`src/rtl/maj_eval_pkg.sv`:
```
// Shared types and helpers for the majority-gate network evaluator.
package maj_eval_pkg;

  localparam int PKG_IDW     = 4;
  localparam int NODE_CONST0 = 0;

  typedef logic [PKG_IDW-1:0] node_idx_t;

  // Bit layout matches cfg_data: a lowest, inversion flags on top.
  typedef struct packed {
    logic      ic;
    logic      ib;
    logic      ia;
    node_idx_t c;
    node_idx_t b;
    node_idx_t a;
  } gate_t;

  typedef enum logic [1:0] {
    ST_IDLE = 2'd0,
    ST_EVAL = 2'd1,
    ST_HOLD = 2'd2
  } state_t;

  function automatic logic maj3(input logic a, input logic b, input logic c);
    return (a & b) | (a & c) | (b & c);
  endfunction

endpackage

```
`src/rtl/maj_eval_nodefile.sv`:
```
// Node value storage: node 0 is constant 0, PI nodes load as a block,
// gate nodes are written one per cycle. Three combinational read ports.
module maj_eval_nodefile #(
  parameter int NUM_PI   = 4,
  parameter int NUM_NODE = 13,
  parameter int IDW      = 4
) (
  input  logic                clk,
  input  logic                rst_n,
  input  logic                pi_load,
  input  logic [NUM_PI-1:0]   pi,
  input  logic                we,
  input  logic [IDW-1:0]      waddr,
  input  logic                wdata,
  input  logic [IDW-1:0]      raddr_a,
  input  logic [IDW-1:0]      raddr_b,
  input  logic [IDW-1:0]      raddr_c,
  output logic                rdata_a,
  output logic                rdata_b,
  output logic                rdata_c,
  output logic [NUM_NODE-1:0] node_vec
);

  logic [NUM_NODE-1:0] nodes;

  // Indices beyond the node range read as 0.
  function automatic logic pick(input logic [NUM_NODE-1:0] v, input logic [IDW-1:0] idx);
    logic r;
    r = 1'b0;
    for (int i = 0; i < NUM_NODE; i++)
      if (idx == IDW'(i)) r = v[i];
    return r;
  endfunction

  // Node registers; node 0 is only ever written by reset.
  always_ff @(posedge clk or negedge rst_n) begin
    if (!rst_n) begin
      nodes <= '0;
    end else begin
      if (pi_load) nodes[NUM_PI:1] <= pi;
      for (int i = NUM_PI + 1; i < NUM_NODE; i++)
        if (we && waddr == IDW'(i)) nodes[i] <= wdata;
    end
  end

  assign rdata_a  = pick(nodes, raddr_a);
  assign rdata_b  = pick(nodes, raddr_b);
  assign rdata_c  = pick(nodes, raddr_c);
  assign node_vec = nodes;

endmodule

```
`src/rtl/maj_net_eval.sv`:
```
// Majority-gate network evaluator: runs a programmed list of MAJ gates,
// one per cycle, over a latched input vector and presents mapped outputs.
// Optional feature macro: MAJ_EVAL_CNT_EN adds the eval_cnt output.
//
// state | meaning
// IDLE  | ready for a vector, cfg writes applied
// EVAL  | evaluating gate cnt this cycle
// HOLD  | result registered/held until out_ready
module maj_net_eval
  import maj_eval_pkg::*;
#(
  parameter int NUM_PI   = 4,
  parameter int NUM_GATE = 8,
  parameter int NUM_PO   = 2,
  parameter int IDW      = 4,
  localparam int GAW     = (NUM_GATE > 1) ? $clog2(NUM_GATE) : 1,
  localparam int PAW     = (NUM_PO > 1) ? $clog2(NUM_PO) : 1,
  localparam int GW      = 3 * IDW + 3
) (
  input  logic              clk,
  input  logic              rst_n,
  input  logic              cfg_we,
  input  logic [GAW-1:0]    cfg_addr,
  input  logic [GW-1:0]     cfg_data,
  input  logic              cfg_po_we,
  input  logic [PAW-1:0]    cfg_po_idx,
  input  logic [IDW-1:0]    cfg_po_node,
  input  logic              in_valid,
  output logic              in_ready,
  input  logic [NUM_PI-1:0] in_pi,
  output logic              out_valid,
  input  logic              out_ready,
  output logic [NUM_PO-1:0] out_po,
  output logic [1:0]        err,
  output logic              busy
`ifdef MAJ_EVAL_CNT_EN
  ,
  output logic [15:0]       eval_cnt
`endif
);

  localparam int NUM_NODE = 1 + NUM_PI + NUM_GATE;

  state_t              state, state_nx;
  logic [GAW-1:0]      cnt;
  logic [GW-1:0]       prog [NUM_GATE];
  logic [IDW-1:0]      po_map [NUM_PO];
  logic [NUM_NODE-1:0] node_vec;
  logic [GW-1:0]       cur;
  logic [IDW-1:0]      idx_a, idx_b, idx_c;
  logic [2:0]          inv;
  logic                rd_a, rd_b, rd_c;
  logic                ok_a, ok_b, ok_c;
  logic                gate_val, gate_bad;
  logic [IDW-1:0]      wr_idx;
  logic [NUM_PO-1:0]   po_vals;
  logic                accept, last_gate, exit_hold;
  int                  lim;

  assign in_ready  = (state == ST_IDLE);
  assign busy      = (state != ST_IDLE);
  assign accept    = in_valid & in_ready;
  assign last_gate = (int'(cnt) == NUM_GATE - 1);
  assign exit_hold = (state == ST_HOLD) & out_valid & out_ready;

  // Decode the gate being evaluated; only nodes strictly before it are legal operands.
  assign cur    = prog[cnt];
  assign idx_a  = cur[IDW-1:0];
  assign idx_b  = cur[2*IDW-1:IDW];
  assign idx_c  = cur[3*IDW-1:2*IDW];
  assign inv    = cur[GW-1:3*IDW];
  assign lim    = NUM_PI + 1 + int'(cnt);
  assign ok_a   = int'(idx_a) < lim;
  assign ok_b   = int'(idx_b) < lim;
  assign ok_c   = int'(idx_c) < lim;
  assign gate_val = maj3((ok_a & rd_a) ^ inv[0], (ok_b & rd_b) ^ inv[1], (ok_c & rd_c) ^ inv[2]);
  assign gate_bad = ~(ok_a & ok_b & ok_c);
  assign wr_idx   = IDW'(NUM_PI + 1) + IDW'(cnt);

  maj_eval_nodefile #(
    .NUM_PI  (NUM_PI),
    .NUM_NODE(NUM_NODE),
    .IDW     (IDW)
  ) u_nodes (
    .clk     (clk),
    .rst_n   (rst_n),
    .pi_load (accept),
    .pi      (in_pi),
    .we      (state == ST_EVAL),
    .waddr   (wr_idx),
    .wdata   (gate_val),
    .raddr_a (idx_a),
    .raddr_b (idx_b),
    .raddr_c (idx_c),
    .rdata_a (rd_a),
    .rdata_b (rd_b),
    .rdata_c (rd_c),
    .node_vec(node_vec)
  );

  // Output-map lookup; unmapped/out-of-range node indices read 0.
  always_comb begin
    po_vals = '0;
    for (int p = 0; p < NUM_PO; p++)
      for (int i = 0; i < NUM_NODE; i++)
        if (po_map[p] == IDW'(i)) po_vals[p] = node_vec[i];
  end

  // State register.
  always_ff @(posedge clk or negedge rst_n) begin
    if (!rst_n) state <= ST_IDLE;
    else        state <= state_nx;
  end

  // Next-state logic.
  always_comb begin
    state_nx = state;
    case (state)
      ST_IDLE: if (accept)    state_nx = ST_EVAL;
      ST_EVAL: if (last_gate) state_nx = ST_HOLD;
      ST_HOLD: if (exit_hold) state_nx = ST_IDLE;
      default:                state_nx = ST_IDLE;
    endcase
  end

  // Program/map storage, gate counter, result and error registers.
  always_ff @(posedge clk or negedge rst_n) begin
    if (!rst_n) begin
      cnt       <= '0;
      out_valid <= 1'b0;
      out_po    <= '0;
      err       <= 2'b00;
      for (int g = 0; g < NUM_GATE; g++) prog[g] <= '0;
      for (int p = 0; p < NUM_PO; p++) po_map[p] <= IDW'(NODE_CONST0);
    end else begin
      if (cfg_we) begin
        if (state == ST_IDLE && int'(cfg_addr) < NUM_GATE) prog[cfg_addr] <= cfg_data;
        else                                               err[1] <= 1'b1;
      end
      if (cfg_po_we) begin
        if (state == ST_IDLE && int'(cfg_po_idx) < NUM_PO) po_map[cfg_po_idx] <= cfg_po_node;
        else                                               err[1] <= 1'b1;
      end
      case (state)
        ST_IDLE: begin
          if (accept) begin
            err[0] <= 1'b0;
            cnt    <= '0;
          end
        end
        ST_EVAL: begin
          if (gate_bad)   err[0] <= 1'b1;
          if (!last_gate) cnt <= cnt + GAW'(1);
        end
        ST_HOLD: begin
          if (!out_valid) begin
            out_valid <= 1'b1;
            out_po    <= po_vals;
          end else if (out_ready) begin
            out_valid <= 1'b0;
          end
        end
        default: ;
      endcase
    end
  end

`ifdef MAJ_EVAL_CNT_EN
  // Saturating count of completed (consumed) evaluations.
  always_ff @(posedge clk or negedge rst_n) begin
    if (!rst_n)                               eval_cnt <= 16'h0000;
    else if (exit_hold && eval_cnt != 16'hFFFF) eval_cnt <= eval_cnt + 16'h0001;
  end
`endif

endmodule

```
`config.mk`:
```
export PLATFORM = sky130hd
export DESIGN_NAME = maj_net_eval
export DESIGN_NICKNAME = d
export VERILOG_FILES = /design/src/rtl/maj_eval_pkg.sv /design/src/rtl/maj_eval_nodefile.sv /design/src/rtl/maj_net_eval.sv
export SDC_FILE = /design/constraint.sdc
export NUM_CORES = 1
export LEC_CHECK = 0
export ABC_AREA = 1
export CAP_MARGIN = 20
export CORE_MARGIN = 2
export CORE_UTILIZATION = 62
export DETAILED_ROUTE_END_ITERATION = 8
export HOLD_SLACK_MARGIN = 0.06
export PLACE_DENSITY = 0.87
export SETUP_SLACK_MARGIN = 0.05
export SLEW_MARGIN = 5
export SYNTH_ARGS = -nofsm -noshare
export SYNTH_HDL_FRONTEND = slang
export SYNTH_SLANG_ARGS = --single-unit
```
`constraint.sdc`:
```
create_clock -name clk -period 5.2 [get_ports clk]
set_input_delay 1.04 -clock clk [delete_from_list [all_inputs] [get_ports clk]]
set_output_delay 1.04 -clock clk [all_outputs]
set_load 0.1 [all_outputs]
```
==> summary.md <==
| Metric | Value |
|---|---|
| Worst-Margin Slew | `976.8 ps` |
| Compound-Gate Fraction of Synth Area | `0.1530` |
| Vias | `7414` |
| Setup Fix Bufs, Post-CTS | `0` |
| Post-synth top area share | `0.4608` |
| Post-Syn Instances | `1090` |
| Share of flip-flops with an asynchronous set or reset | `1.000` |
| Simple logic cell fraction of the synthesized area | `0.2608` |
| DRC viols | `0` |
| Post-synthesis sequential area ratio | `0.4608` |
| Warnings, synthesis | `1` |
| Die span in y | `118.6 µm` |
| Post-synth top cells | `nand2_1 (313), o21ai_0 (159), dfrtp_1 (150)` |
| Top post-synthesis cells by area | `dfrtp_1 (46%), nand2_1 (14%), o21ai_0 (9.8%), inv_1 (6.6%), nand3_1 (4.7%)` |
| DRT antenna net count | `0` |
| CP endpoint kind | `output port` |
| Clock Latency Late Sink | `430 ps` |
| Diode count | `0` |
| Initial drt markers | `772` |
| Area grow syn2layout | `12.67%` |
| RSZ-0062 raised after global routing | `false` |
| Crit start category | `register` |
| Min-delay worst type | `reg -> reg` |
| Worst Path Required | `4160 ps` |
| Leakage Power | `4.569 nW` |
| Fin Setup TNS | `0 ps` |
| Met3 WL post-DR | `1501 µm` |
| Residual overflow from global routing | `0` |
| Slew Limit Fails | `0` |
| TritonRoute pass-1 iters | `5` |
| WL met2 | `9882 µm` |
| CTS tree | `done` |
| Overall track demand over capacity in global routing | `0.3094` |
| WL/cell | `15.75 µm` |
| Hold Buf Count CTS | `0` |
| Post-synth EDFFs | `0` |
| Gpl congestion | `0.9112` |
| Initial core utilization | `0.6403` |
| TritonCTS Buffers | `17` |
| Final Setup Violations | `0` |
| Mux contribution to synthesized area | `0` |
| CP max FO | `6` |
| Die ar. | `14070 µm²` |
| Worst-path clk slew | `60 ps` |
| Library cells used by synthesis | `40` |
| Synth Area in XOR/XNOR | `0` |
| Slew Limit Headroom | `0.3468` |
| Tmin final | `3399 ps` |
| Crit Path Class | `reg -> out` |
| Hold WS | `473.5 ps` |
| Critical Path AT | `2360 ps` |
| Sink Count | `150` |
| PwrDens | `728.1 nW/µm²` |
| Wl on met1 | `8603 µm` |
| First-pass GRT wire length | `34570 µm` |
| FF+latch count, synth | `150` |
| Fmax | `294.2 MHz` |
| DR top layer | `met4` |
| Adder-Cell Fraction of Synth Area | `0.02304` |
| Share of layout cells above drive strength 1 | `0.07918` |
| Row count | `41` |
| Vias in the first global route | `7110` |
| Ys flop type | `dfrtp_1` |
| Setup Skew | `8.246 ps` |
| Top-count cell post-synth | `nand2_1` |
| Nets | `1159` |
| Status | `finished clean` |
| Initial antenna violation count | `0` |
| Pin count of the biggest net entering global routing | `79` |
| Synthesized cell area | `8147 µm²` |
| Layout fillers | `1025` |
| IO Count | `40` |
| Peak VDD IR | `0.4107 mV` |
| Root Buffer | `clkbuf_16` |
| CORE AREA | `12720 µm²` |
| DRT Wirelength | `20410 µm` |
| Max cap viols | `0` |
| Final worst-path cycle share | `0.6537` |
| Cell accounting for the most synthesized area | `dfrtp_1` |
| Syn nets | `1138` |
| Routed vias/inst | `5.721` |
| Fin. Hold Viols | `0` |
| Die X | `118.6 µm` |
| Avg Synthesized Cell Area | `7.474 µm²` |
| Largest family of logic cells by synthesized area | `simple AND/OR/NAND/NOR gates` |
| Htree depth | `4` |
| Clock Tree Buf Depth | `2` |
| Post-DP HPWL | `13480 µm` |
| Cts repair resizes | `0` |
| Port Buffer Count | `39` |
[placed cells by master, fill, tap and decap left out, drive strengths merged]
cell type        n
o31ai            1
inv            152
o41ai            1
clkdlybuf4s50   38
bufinv           1
or2              6
a32o             3
o311ai           1
dfrtp          150
o211ai           8
clkinv           5
o21ai          174
nor4             2
o22ai            4
nand2          327
clkbuf          18
and2             2
a31o             1
clkinvlp         3
nand3b           1
ha              15
nand3           84
a21boi           3
o32ai            1
o21bai           1
a221oi           1
nand4           11
nor3            10
buf             16
nor2            52
a21oi           32
[critical path, cell delays in order (launching register included)]
cell and delay (ps):
dfrtp_1 400, nor2_1 320, clkdlybuf4s50_1 1210
[report_power, final]
group          total (mW)  internal [mW]  switching [mW]
Combinational        3.43           1.12            2.32
Sequential           2.06           1.72           0.341
Clock                1.19          0.670           0.518
[state kept, by name (all words and copies together) (netlist names)]
| register | count |
|---|---|
| prog | 120 |
| u_nodes.node_vec | 12 |
| po_map | 8 |
| cnt | 3 |
| err | 2 |
| out_po | 2 |
| state | 2 |
| out_valid | 1 |
[metrics by stage]
stage          utilization  std cells  worst slack (ps)  instance area [µm²]  power, mW
2_1_floorplan            -       1090              1039                 8147      4.643
3_3_place_gp        0.6746       1262              1819                 8582      5.265
3_5_place_dp        0.6746       1262              1650                 8582      5.412
4_1_cts             0.7194       1294              1808                 9153      6.634
5_1_grt             0.7215       1296              1595                 9179      7.285
6_report            0.7215       1296              1801                 9179      6.683
[logic make-up (layout without fill, tap and decap cells)]
logic type                 after synthesis  after routing
AOI/OAI and AO/OA                      231            231
adders and majority gates               15             15
buffers and inverters                  199            233
DFF                                    150            150
and+or+nand+nor                        495            495
[final timing paths]
kind	startpoint	to	slack (ps)	cells after the start
max reg2reg	cnt[0]	u_nodes.node_vec[7]	1950	17
max in group asynchronous	rst_n	prog[57]	3540	2
max	state[0]	in_ready	1800	2
min reg2reg	err[1]	err[1]	470	1
min in group asynchronous	rst_n	prog[94]	630	1
min	err[1]	err[1]	470	1
[per-layer routing]
metal  track usage  up-vias
met5             0        -
met4        0.1116        0
met3       0.06998       42
met2        0.5050      304
met1        0.4060     3519
li1              -     3549
[final cells by class]
class,count,area [µm²],area share
repair buffers,54,515.5,0.05616
well taps,172,215.2,0.02345
clock buffers,18,429.2,0.04676
inverters,147,554.3,0.06039
multi-input cells,741,3568,0.3888
clock inverters,14,141.4,0.01540
flip-flops and latches,150,3755,0.4091
Power figures use the tool's default switching activity.
